===== src/rtl/sim_ctrl_monitor.sv =====
// sim_ctrl_monitor: watches the data-memory request port and reacts to writes
// at magic addresses. It produces stop, trap and register-dump events, a
// registered run status (done/cause/cycle/trap count) and a small dump FIFO.
module sim_ctrl_monitor #(
    parameter int unsigned       ADDR_W          = 32,
    parameter int unsigned       DATA_W          = 64,
    parameter logic [ADDR_W-1:0] ADDR_STOP       = 'h0,
    parameter logic [ADDR_W-1:0] ADDR_TRAP       = 'h8,
    parameter logic [ADDR_W-1:0] ADDR_IDUMP      = 'h10,
    parameter logic [ADDR_W-1:0] ADDR_FDUMP      = 'h18,
    parameter int unsigned       DRAIN_CYCLES    = 50,
    parameter int unsigned       PC_GUARD_CYCLES = 10,
    parameter int unsigned       FIFO_DEPTH      = 4,
    parameter int unsigned       CNT_W           = 32
) (
    input  logic              clk_i,
    input  logic              rst_ni,
    input  logic              mem_req_i,
    input  logic              mem_gnt_i,
    input  logic              mem_we_i,
    input  logic [ADDR_W-1:0] mem_addr_i,
    input  logic [DATA_W-1:0] mem_wdata_i,
    input  logic              pc_unknown_i,
    input  logic              stop_on_trap_i,
    input  logic [CNT_W-1:0]  simlen_i,
    output logic              dump_valid_o,
    input  logic              dump_ready_i,
    output logic              dump_is_float_o,
    output logic [4:0]        dump_idx_o,
    output logic [DATA_W-1:0] dump_data_o,
    output logic              dump_overflow_o,
    output logic              done_o,
    output logic [2:0]        cause_o,
    output logic [CNT_W-1:0]  cycle_o,
    output logic [CNT_W-1:0]  trap_count_o
);

    localparam logic [1:0] ST_RUN   = 2'd0;
    localparam logic [1:0] ST_DRAIN = 2'd1;
    localparam logic [1:0] ST_DONE  = 2'd2;

    localparam logic [2:0] CAUSE_NONE   = 3'd0;
    localparam logic [2:0] CAUSE_STOP   = 3'd1;
    localparam logic [2:0] CAUSE_TRAP   = 3'd2;
    localparam logic [2:0] CAUSE_PCX    = 3'd3;
    localparam logic [2:0] CAUSE_SIMLEN = 3'd4;

    localparam int unsigned PTR_W      = $clog2(FIFO_DEPTH);
    localparam int unsigned FIFO_CNT_W = PTR_W + 1;
    localparam int unsigned DRN_W      = (DRAIN_CYCLES < 1) ? 1 : $clog2(DRAIN_CYCLES + 1);

    localparam logic [DRN_W-1:0]      DRAIN_LOAD = DRN_W'(DRAIN_CYCLES);
    localparam logic [CNT_W-1:0]      PC_GUARD   = CNT_W'(PC_GUARD_CYCLES);
    localparam logic [FIFO_CNT_W-1:0] FIFO_FULL  = FIFO_CNT_W'(FIFO_DEPTH);

    // Counters stick at all-ones instead of wrapping back to zero.
    function automatic logic [CNT_W-1:0] sat_inc(input logic [CNT_W-1:0] v);
        return (v == {CNT_W{1'b1}}) ? v : v + CNT_W'(1);
    endfunction

    // Integer register x0 is never dumped, so the index cycles 1..31.
    function automatic logic [4:0] next_int_idx(input logic [4:0] idx);
        return (idx == 5'd31) ? 5'd1 : idx + 5'd1;
    endfunction

    logic [1:0]            state;
    logic [DRN_W-1:0]      drain_cnt;
    logic [4:0]            int_idx;
    logic [4:0]            fp_idx;
    logic [PTR_W-1:0]      wr_ptr;
    logic [PTR_W-1:0]      rd_ptr;
    logic [FIFO_CNT_W-1:0] fifo_cnt;

    logic                  fifo_flt [FIFO_DEPTH];
    logic [4:0]            fifo_idx [FIFO_DEPTH];
    logic [DATA_W-1:0]     fifo_dat [FIFO_DEPTH];

    logic                  wr_acc;
    logic                  in_run;
    logic                  hit_stop;
    logic                  hit_trap;
    logic                  hit_idump;
    logic                  hit_fdump;
    logic                  trig_drain;
    logic [2:0]            trig_cause;
    logic                  trig_simlen;
    logic                  push_req;
    logic                  push_ok;
    logic                  pop;
    logic                  fifo_full;
    logic                  push_flt;
    logic [4:0]            push_idx;
    logic [DATA_W-1:0]     push_dat;

    // Magic-address hits only count while the run is still live.
    assign wr_acc    = mem_req_i & mem_gnt_i & mem_we_i;
    assign in_run    = (state == ST_RUN);
    assign hit_stop  = in_run && wr_acc && (mem_addr_i == ADDR_STOP);
    assign hit_trap  = in_run && wr_acc && (mem_addr_i == ADDR_TRAP);
    assign hit_idump = in_run && wr_acc && (mem_addr_i == ADDR_IDUMP);
    assign hit_fdump = in_run && wr_acc && (mem_addr_i == ADDR_FDUMP);

    // Prioritised selection of the causes that enter the drain phase.
    always_comb begin
        trig_drain = 1'b0;
        trig_cause = CAUSE_NONE;
        if (hit_stop) begin
            trig_drain = 1'b1;
            trig_cause = CAUSE_STOP;
        end else if (hit_trap && stop_on_trap_i) begin
            trig_drain = 1'b1;
            trig_cause = CAUSE_TRAP;
        end else if (in_run && pc_unknown_i && (cycle_o >= PC_GUARD)) begin
            trig_drain = 1'b1;
            trig_cause = CAUSE_PCX;
        end
    end

    // Equality only: lowering simlen_i below the current cycle never fires.
    assign trig_simlen = in_run && !trig_drain && (simlen_i != '0) &&
                         (cycle_o == simlen_i - CNT_W'(1));

    // Run/drain/done sequencing with latched cause and sticky done.
    always_ff @(posedge clk_i) begin
        if (!rst_ni) begin
            state     <= ST_RUN;
            drain_cnt <= '0;
            cause_o   <= CAUSE_NONE;
            done_o    <= 1'b0;
        end else begin
            case (state)
                ST_RUN: begin
                    if (trig_drain) begin
                        cause_o   <= trig_cause;
                        drain_cnt <= DRAIN_LOAD;
                        state     <= ST_DRAIN;
                    end else if (trig_simlen) begin
                        cause_o <= CAUSE_SIMLEN;
                        done_o  <= 1'b1;
                        state   <= ST_DONE;
                    end
                end
                ST_DRAIN: begin
                    if (drain_cnt == '0) begin
                        done_o <= 1'b1;
                        state  <= ST_DONE;
                    end else begin
                        drain_cnt <= drain_cnt - DRN_W'(1);
                    end
                end
                ST_DONE: begin
                    state <= ST_DONE;
                end
                default: begin
                    state <= ST_RUN;
                end
            endcase
        end
    end

    // Cycle counter runs until DONE; trap counter counts live trap writes.
    always_ff @(posedge clk_i) begin
        if (!rst_ni) begin
            cycle_o      <= '0;
            trap_count_o <= '0;
        end else begin
            if (state != ST_DONE) begin
                cycle_o <= sat_inc(cycle_o);
            end
            if (hit_trap) begin
                trap_count_o <= sat_inc(trap_count_o);
            end
        end
    end

    // Register indices advance on every accepted dump, dropped or not.
    always_ff @(posedge clk_i) begin
        if (!rst_ni) begin
            int_idx <= 5'd1;
            fp_idx  <= 5'd0;
        end else begin
            if (hit_idump) begin
                int_idx <= next_int_idx(int_idx);
            end
            if (hit_fdump) begin
                fp_idx <= fp_idx + 5'd1;
            end
        end
    end

    assign push_req  = hit_idump || hit_fdump;
    assign pop       = dump_valid_o && dump_ready_i;
    assign fifo_full = (fifo_cnt == FIFO_FULL);
    assign push_ok   = push_req && (!fifo_full || pop);
    assign push_flt  = hit_fdump;
    assign push_idx  = hit_fdump ? fp_idx : int_idx;
    assign push_dat  = hit_fdump ? mem_wdata_i : DATA_W'(mem_wdata_i[31:0]);

    // FIFO control: pointers, occupancy and the sticky overflow flag.
    always_ff @(posedge clk_i) begin
        if (!rst_ni) begin
            wr_ptr          <= '0;
            rd_ptr          <= '0;
            fifo_cnt        <= '0;
            dump_overflow_o <= 1'b0;
        end else begin
            if (push_ok) begin
                wr_ptr <= wr_ptr + PTR_W'(1);
            end
            if (pop) begin
                rd_ptr <= rd_ptr + PTR_W'(1);
            end
            case ({push_ok, pop})
                2'b10:   fifo_cnt <= fifo_cnt + FIFO_CNT_W'(1);
                2'b01:   fifo_cnt <= fifo_cnt - FIFO_CNT_W'(1);
                default: fifo_cnt <= fifo_cnt;
            endcase
            if (push_req && fifo_full && !pop) begin
                dump_overflow_o <= 1'b1;
            end
        end
    end

    // FIFO storage is data only and carries no reset.
    always_ff @(posedge clk_i) begin
        if (push_ok) begin
            fifo_flt[wr_ptr] <= push_flt;
            fifo_idx[wr_ptr] <= push_idx;
            fifo_dat[wr_ptr] <= push_dat;
        end
    end

    // Head fields read as zero whenever the FIFO is empty.
    assign dump_valid_o    = (fifo_cnt != '0);
    assign dump_is_float_o = dump_valid_o & fifo_flt[rd_ptr];
    assign dump_idx_o      = dump_valid_o ? fifo_idx[rd_ptr] : 5'd0;
    assign dump_data_o     = dump_valid_o ? fifo_dat[rd_ptr] : '0;

endmodule


===== config.mk =====
export PLATFORM = sky130hd
export DESIGN_NAME = sim_ctrl_monitor
export DESIGN_NICKNAME = d
export VERILOG_FILES = /design/src/rtl/sim_ctrl_monitor.sv
export SDC_FILE = /design/constraint.sdc
export NUM_CORES = 1
export LEC_CHECK = 0
export ABC_AREA = 1
export ABC_CLOCK_PERIOD_IN_PS = 7400
export CAP_MARGIN = 10
export CORE_UTILIZATION = 55
export DETAILED_ROUTE_END_ITERATION = 10
export PLACE_DENSITY = 0.82
export SLEW_MARGIN = 20
export SYNTH_ARGS = -nofsm -noshare
export SYNTH_HDL_FRONTEND = slang
export SYNTH_SLANG_ARGS = --single-unit

===== constraint.sdc =====
create_clock -name clk_i -period 7.4 [get_ports clk_i]
set_clock_uncertainty 0.05 [all_clocks]
set_input_delay 1.48 -clock clk_i [delete_from_list [all_inputs] [get_ports clk_i]]
set_output_delay 1.48 -clock clk_i [all_outputs]
set_load 0.05 [all_outputs]

==> results.cfg, run 1 <==
[yosys]
synth_edf_count = 280
syn_area_um2 = 18100
synthArstFlopShare = 0
syn_avg_cell_area_um2 = 8.78
yosys_warnings = 0
synth_simple_gate_area_frac = 0.232
synthCells = 2062
post_synth_mux_area_share = 0
synth-seq-area-share = 0.570
ys.flop_type = edfxtp_1
yosys-top-cells-count = 488 x nor2_1, 308 x nand2_1, 280 x edfxtp_1
synth_top_family_by_area = simple AND/OR/NAND/NOR gates
synth_area_leaders = edfxtp_1 46%, dfxtp_1 11%, nor2_1 10%
synth_compound_area_frac = 0.101
synth_top_area_share = 0.464
ys_ff_latch = 376
synth_nets = 2216
yosys.area.top_type = edfxtp_1
synth.distinct_cells = 47
synth_most_common_cell = nor2_1
synth-xor-area-share = 0.0271
synth_fa_ha_area_frac = 0.0129

[timing]
setup-violations-final = 0
worstMarginPinSlew_ps = 1070
finalHoldViolCount = 0
hold_ws_ps = 422
timing.fmax_ghz = 0.183
rsz0062_at_grt = no
tns_ps = 0
timing.final.crit_share = 0.738
slew_violations = 0
period_minus_slack_ps = 5460
maxSlewHeadroom = 0.290

[pwr]
cellInternalPower_w = 0.00398
p_sw_frac = 0.371
switchingPower_w = 0.00235
power_frac_seq = 0.370
power_density_nw_per_um2 = 282
combPwrFrac = 0.339
clockPowerShare = 0.291
ir_worst_vdd_mv = 0.224
p_leak_nw = 8.25

[grt]
track_usage = 0.273
grt_max_degree = 114
antenna_found_initial = 1
grt_overflow_total = 0
grt_pass1_wl_um = 72700
grt_pass1_vias = 14700

[clocking]
numCtsBuffers = 38
cts_root_buffer = clkbuf_16
ctsHoldBuffers = 0
cts.sinks = 376
cts_buffer_depth = 3
post_cts_resized = 0
cts_tree = yes
path_clk_slew_ps = 60
clk_latency_ps = 530
post_cts_buffers = 0
htree_levels = 2

[route]
antenna_left = 0
first_pass_iters = 5
drt-initial-drc-count = 1221
drt-total-wl_um = 46700
routedWlPerCell_um = 16.8
viasPerCell = 5.49
via_count = 15300
route.detailed.drc = 0

[worst_setup_path]
crit_type = reg2out
crit_required_ps = 5870
crit_arrival_ps = 3930
critPathLaunchType = flip-flop
critPathMaxFanout = 71
endpoint_kind = output pin

[hold_path]
min_path_type = reg2reg

[layout]
insertedDiodeCount = 0
fin_nets = 2464
layout-drive-gt1-share = 0.0530
seq_area_um2 = 10300
multi_input_comb_area_um2 = 6790
synthToLayoutAreaGrowth_pct = 23.7
final.fill_count = 2495

[floorplanning]
die-area_um2 = 33700
die_h_um = 183
die_x_um = 183
core.rowCount = 66
core-area_um2 = 32500
num_io_pins = 276
start_util = 0.558

[flow_run]
max-cap-violations = 0

[status]
status = finished clean

[placed_design]
gp_congestion = 0.993
portBuffers = 275
hpwl_um = 30600
==> through the flow <==
step           worst slack [ps]  instances  power (W)  cell area [µm²]  utilization
5_1_grt                    1780       2780    0.00659            22400        0.690
3_3_place_gp               2070       2712    0.00448            21200        0.653
2_1_floorplan              1420       2062    0.00381            18100            -
6_report                   1940       2780    0.00632            22400        0.690
3_5_place_dp               1930       2712    0.00452            21200        0.653
4_1_cts                    1920       2780    0.00634            22400        0.690
==> flip-flops by register name, indices dropped and copies added, names as in the netlist, 2 cells and up, named ones only <==
signal,flops
rd_ptr,2
cause_o,3
int_idx,5
fifo_dat,256
state,2
fifo_idx,20
trap_count_o,32
fifo_cnt,3
drain_cnt,6
cycle_o,32
wr_ptr,2
fifo_flt,4
fp_idx,5
==> kinds of logic (layout without fill, tap and decap cells) <==
| kind of cell | Yosys count | after routing |
|---|---|---|
| adder cells (fa/ha/maj) | 18 | 18 |
| buffers and inverters | 260 | 536 |
| AO/OA/AOI/OAI | 359 | 359 |
| XOR/XNOR | 56 | 56 |
| flip-flops | 376 | 376 |
| AND/OR/NAND/NOR | 993 | 993 |
==> final cells by class <==
cell class / count / area share
timing repair buffer: 286 / 0.127
sequential: 376 / 0.461
inverter: 182 / 0.0306
clock buffer: 48 / 0.0451
tap: 442 / 0.0247
multi-input combinational: 1426 / 0.303
clock inverter: 20 / 0.00805
==> power groups by stage <==
stage          logic, W  registers [W]  clock network [W]
3_3_place_gp    0.00210        0.00238                  0
3_5_place_dp    0.00214        0.00238                  0
6_report        0.00214        0.00234            0.00184
5_1_grt         0.00229        0.00234            0.00195
2_1_floorplan   0.00143        0.00238                  0
4_1_cts         0.00215        0.00234            0.00186
==> routing by layer <==
metal / global-route usage / wire length [µm]
met3: 0.0527 / 3930
met2: 0.475 / 22900
met5: 0 / 16
met1: 0.344 / 18700
met4: 0.0823 / 1120
==> layout by cell type (no fill, tap or decap), drive strengths merged, types with 30 or more instances in the layout <==
cell and instances:
clkdlybuf4s50 275, nor3 48, clkbuf 48, xor2 41, nor2 507, dfxtp 96
edfxtp 280, nand3 56, nand4 30, o21ai 198, a21oi 148, nand2 320
inv 185
==> worst paths after layout <==
kind	startpoint	to	slack, ps	cells past startpoint
worst min-delay path	drain_cnt[5]	drain_cnt[5]	420	2
worst max-delay path	flip-flop	dump_data_o[62]	1940	7
worst max register to register	state[0]	fifo_dat[0][6]	3210	9
worst min register to register	drain_cnt[5]	drain_cnt[5]	420	2
==> critical path, stage by stage (launching register included) <==
cell and delay, ps:
dfxtp_2 310, buf_4 690, inv_2 440, buf_4 440, nor2_1 190, o21ai_0 110
a21oi_1 300, clkdlybuf4s50_1 870
No activity file was read; power rests on OpenSTA's default activity.
==> run 2: changes to the inputs <==
--- a/config.mk
+++ b/config.mk
@@ -6,11 +6,11 @@
 export NUM_CORES = 1
 export LEC_CHECK = 0
 export ABC_AREA = 1
-export ABC_CLOCK_PERIOD_IN_PS = 7400
+export ABC_CLOCK_PERIOD_IN_PS = 4800
 export CAP_MARGIN = 10
-export CORE_UTILIZATION = 55
+export CORE_UTILIZATION = 49
 export DETAILED_ROUTE_END_ITERATION = 10
-export PLACE_DENSITY = 0.82
+export PLACE_DENSITY = 0.77
 export SLEW_MARGIN = 20
 export SYNTH_ARGS = -nofsm -noshare
 export SYNTH_HDL_FRONTEND = slang
==> constraint.sdc (replaced) <==
create_clock -name clk_i -period 4.8 [get_ports clk_i]
set_clock_uncertainty 0.05 [all_clocks]
set_input_delay 0.96 -clock clk_i [delete_from_list [all_inputs] [get_ports clk_i]]
set_output_delay 0.96 -clock clk_i [all_outputs]
set_load 0.05 [all_outputs]
==> results.cfg, run 2 (same netlist as run 1, synthesis figures left out) <==
[hold_path]
min_path_type = reg2reg
min_to = drain_cnt[5]
hold_depth = 2
hp-start = drain_cnt[5]

[timing]
worstMarginPinSlew_ps = 1000
slew_violations = 0
timing.final.crit_share = 0.909
setup-violations-final = 0
finalHoldViolCount = 0
maxSlewHeadroom = 0.329
timing.fmax_ghz = 0.229
hold_ws_ps = 425
fin_ws_ps = 435
rsz0062_at_grt = no
period_minus_slack_ps = 4370

[layout]
final_common_cell = nor2_1
post-route-util = 0.620
final_cell_mix = 484 x nor2_1, 307 x nand2_1, 280 x edfxtp_1, 275 x clkdlybuf4s50_1, 191 x o21ai_0
synthToLayoutAreaGrowth_pct = 25.0
layout-drive-gt1-share = 0.0549
final.fill_count = 3020
multi_input_comb_area_um2 = 6790
fin_nets = 2473
seq_area_um2 = 10300
fin_area_um2 = 22600
largest_reg_flops = 256
reg_top3 = fifo_dat x256, cycle_o x32, trap_count_o x32
top_register = fifo_dat

[clocking]
cts.sinks = 376
post_cts_buffers = 0
cts_buffer_depth = 3
path_clk_slew_ps = 60
cts_root_buffer = clkbuf_16
htree_levels = 2
numCtsBuffers = 39
post_cts_resized = 0
ctsHoldBuffers = 0
clk_latency_ps = 530
cts_tree = yes

[worst_setup_path]
crit_required_ps = 3790
r2r-end = fifo_dat[0][55]
reg2reg_from = state[0]
endpoint_kind = output pin
reg2reg_depth = 9
crit_arrival_ps = 3360
critPathLaunchType = flip-flop
reg2reg_slack_ps = 1590
critPathMaxFanout = 69
crit_type = reg2out

[floorplanning]
num_io_pins = 276
core.rowCount = 70
die-area_um2 = 37700
start_util = 0.496
die_x_um = 194
core-area_um2 = 36500
die_h_um = 194

[placed_design]
gp_congestion = 0.950
portBuffers = 275
hpwl_um = 32300
place_area_um2 = 21400
dp_slack_ps = 918

[route]
drt-total-wl_um = 48100
route.detailed.drc = 0
viasPerCell = 5.41
antenna_left = 0
routedWlPerCell_um = 17.1
via_count = 15200
drt-initial-drc-count = 1119
first_pass_iters = 5

[status]
status = finished clean

[grt]
grt_overflow_total = 0
grt_pass1_vias = 14800
track_usage = 0.250
grt_pass1_wl_um = 75200
antenna_found_initial = 0
grt_max_degree = 87

[flow_run]
max-cap-violations = 0

[pwr]
p_leak_nw = 8.33
total_power_w = 0.00993
ir_worst_vdd_mv = 0.221
power_density_nw_per_um2 = 439
-- run 2: cell count changes in the layout (fill, tap and decap cells not counted), moves of 2 or more --
cell | previous run | this run
buf_12 | 0 | 5
buf_4 | 10 | 14
bufinv_16 | 2 | 4
clkbuf_1 | 9 | 15
clkinv_2 | 6 | 3
clkinvlp_2 | 2 | 0
inv_6 | 3 | 1
-- run 2: layer usage --
layer / routed length (µm) / vias up / track usage
met5: 0 / - / 0
met2: 23800 / 636 / 0.442
li1: - / 7395 / -
met1: 19500 / 7129 / 0.314
met4: 895 / 0 / 0.0691
met3: 3910 / 76 / 0.0447
-- run 2: critical path, stage by stage, from the launching register on --
cell and delay (ps):
dfxtp_4 840, buf_4 500, nor2_1 100, nor2_1 120
o21ai_0 110, a21oi_1 260, clkdlybuf4s50_1 850
-- run 2: worst max path at each step --
| stage | from | end | slack (ps) |
|---|---|---|---|
| final | flip-flop | dump_data_o[43] | 430 |
| after global routing | flip-flop | dump_data_o[46] | 220 |
| after detailed placement | mem_addr_i[7] | fifo_dat[3][4] | 920 |
| after global placement | mem_addr_i[7] | fifo_dat[3][51] | 970 |
| after floorplan | mem_addr_i[7] | fifo_dat[0][0] | -660 |
| after CTS | flip-flop | dump_data_o[61] | 380 |
-- run 2: cell type report --
class,instances,share of cell area
Inverter,182,0.0302
Multi-Input combinational cell,1426,0.300
Clock inverter,16,0.00984
Tap cell,468,0.0259
Timing Repair Buffer,294,0.131
Clock buffer,55,0.0462
Sequential cell,376,0.457
Antenna cell,1,0.000111
-- run 2: per-stage QoR --
step | cells | TNS (ps)
floorplan | 2062 | -184920
global placement | 2746 | 0
detailed placement | 2746 | 0
CTS | 2817 | 0
global route | 2817 | 0
finish | 2818 | 0
-- run 2: power by group --
part | total [W] | internal (W) | leakage, nW | switching, W
Sequential | 0.00365 | 0.00352 | 3.66 | 0.000125
Clock | 0.00297 | 0.00175 | 0.599 | 0.00122
Combinational | 0.00331 | 0.00101 | 4.07 | 0.00230
Total | 0.00993 | 0.00629 | 8.33 | 0.00364
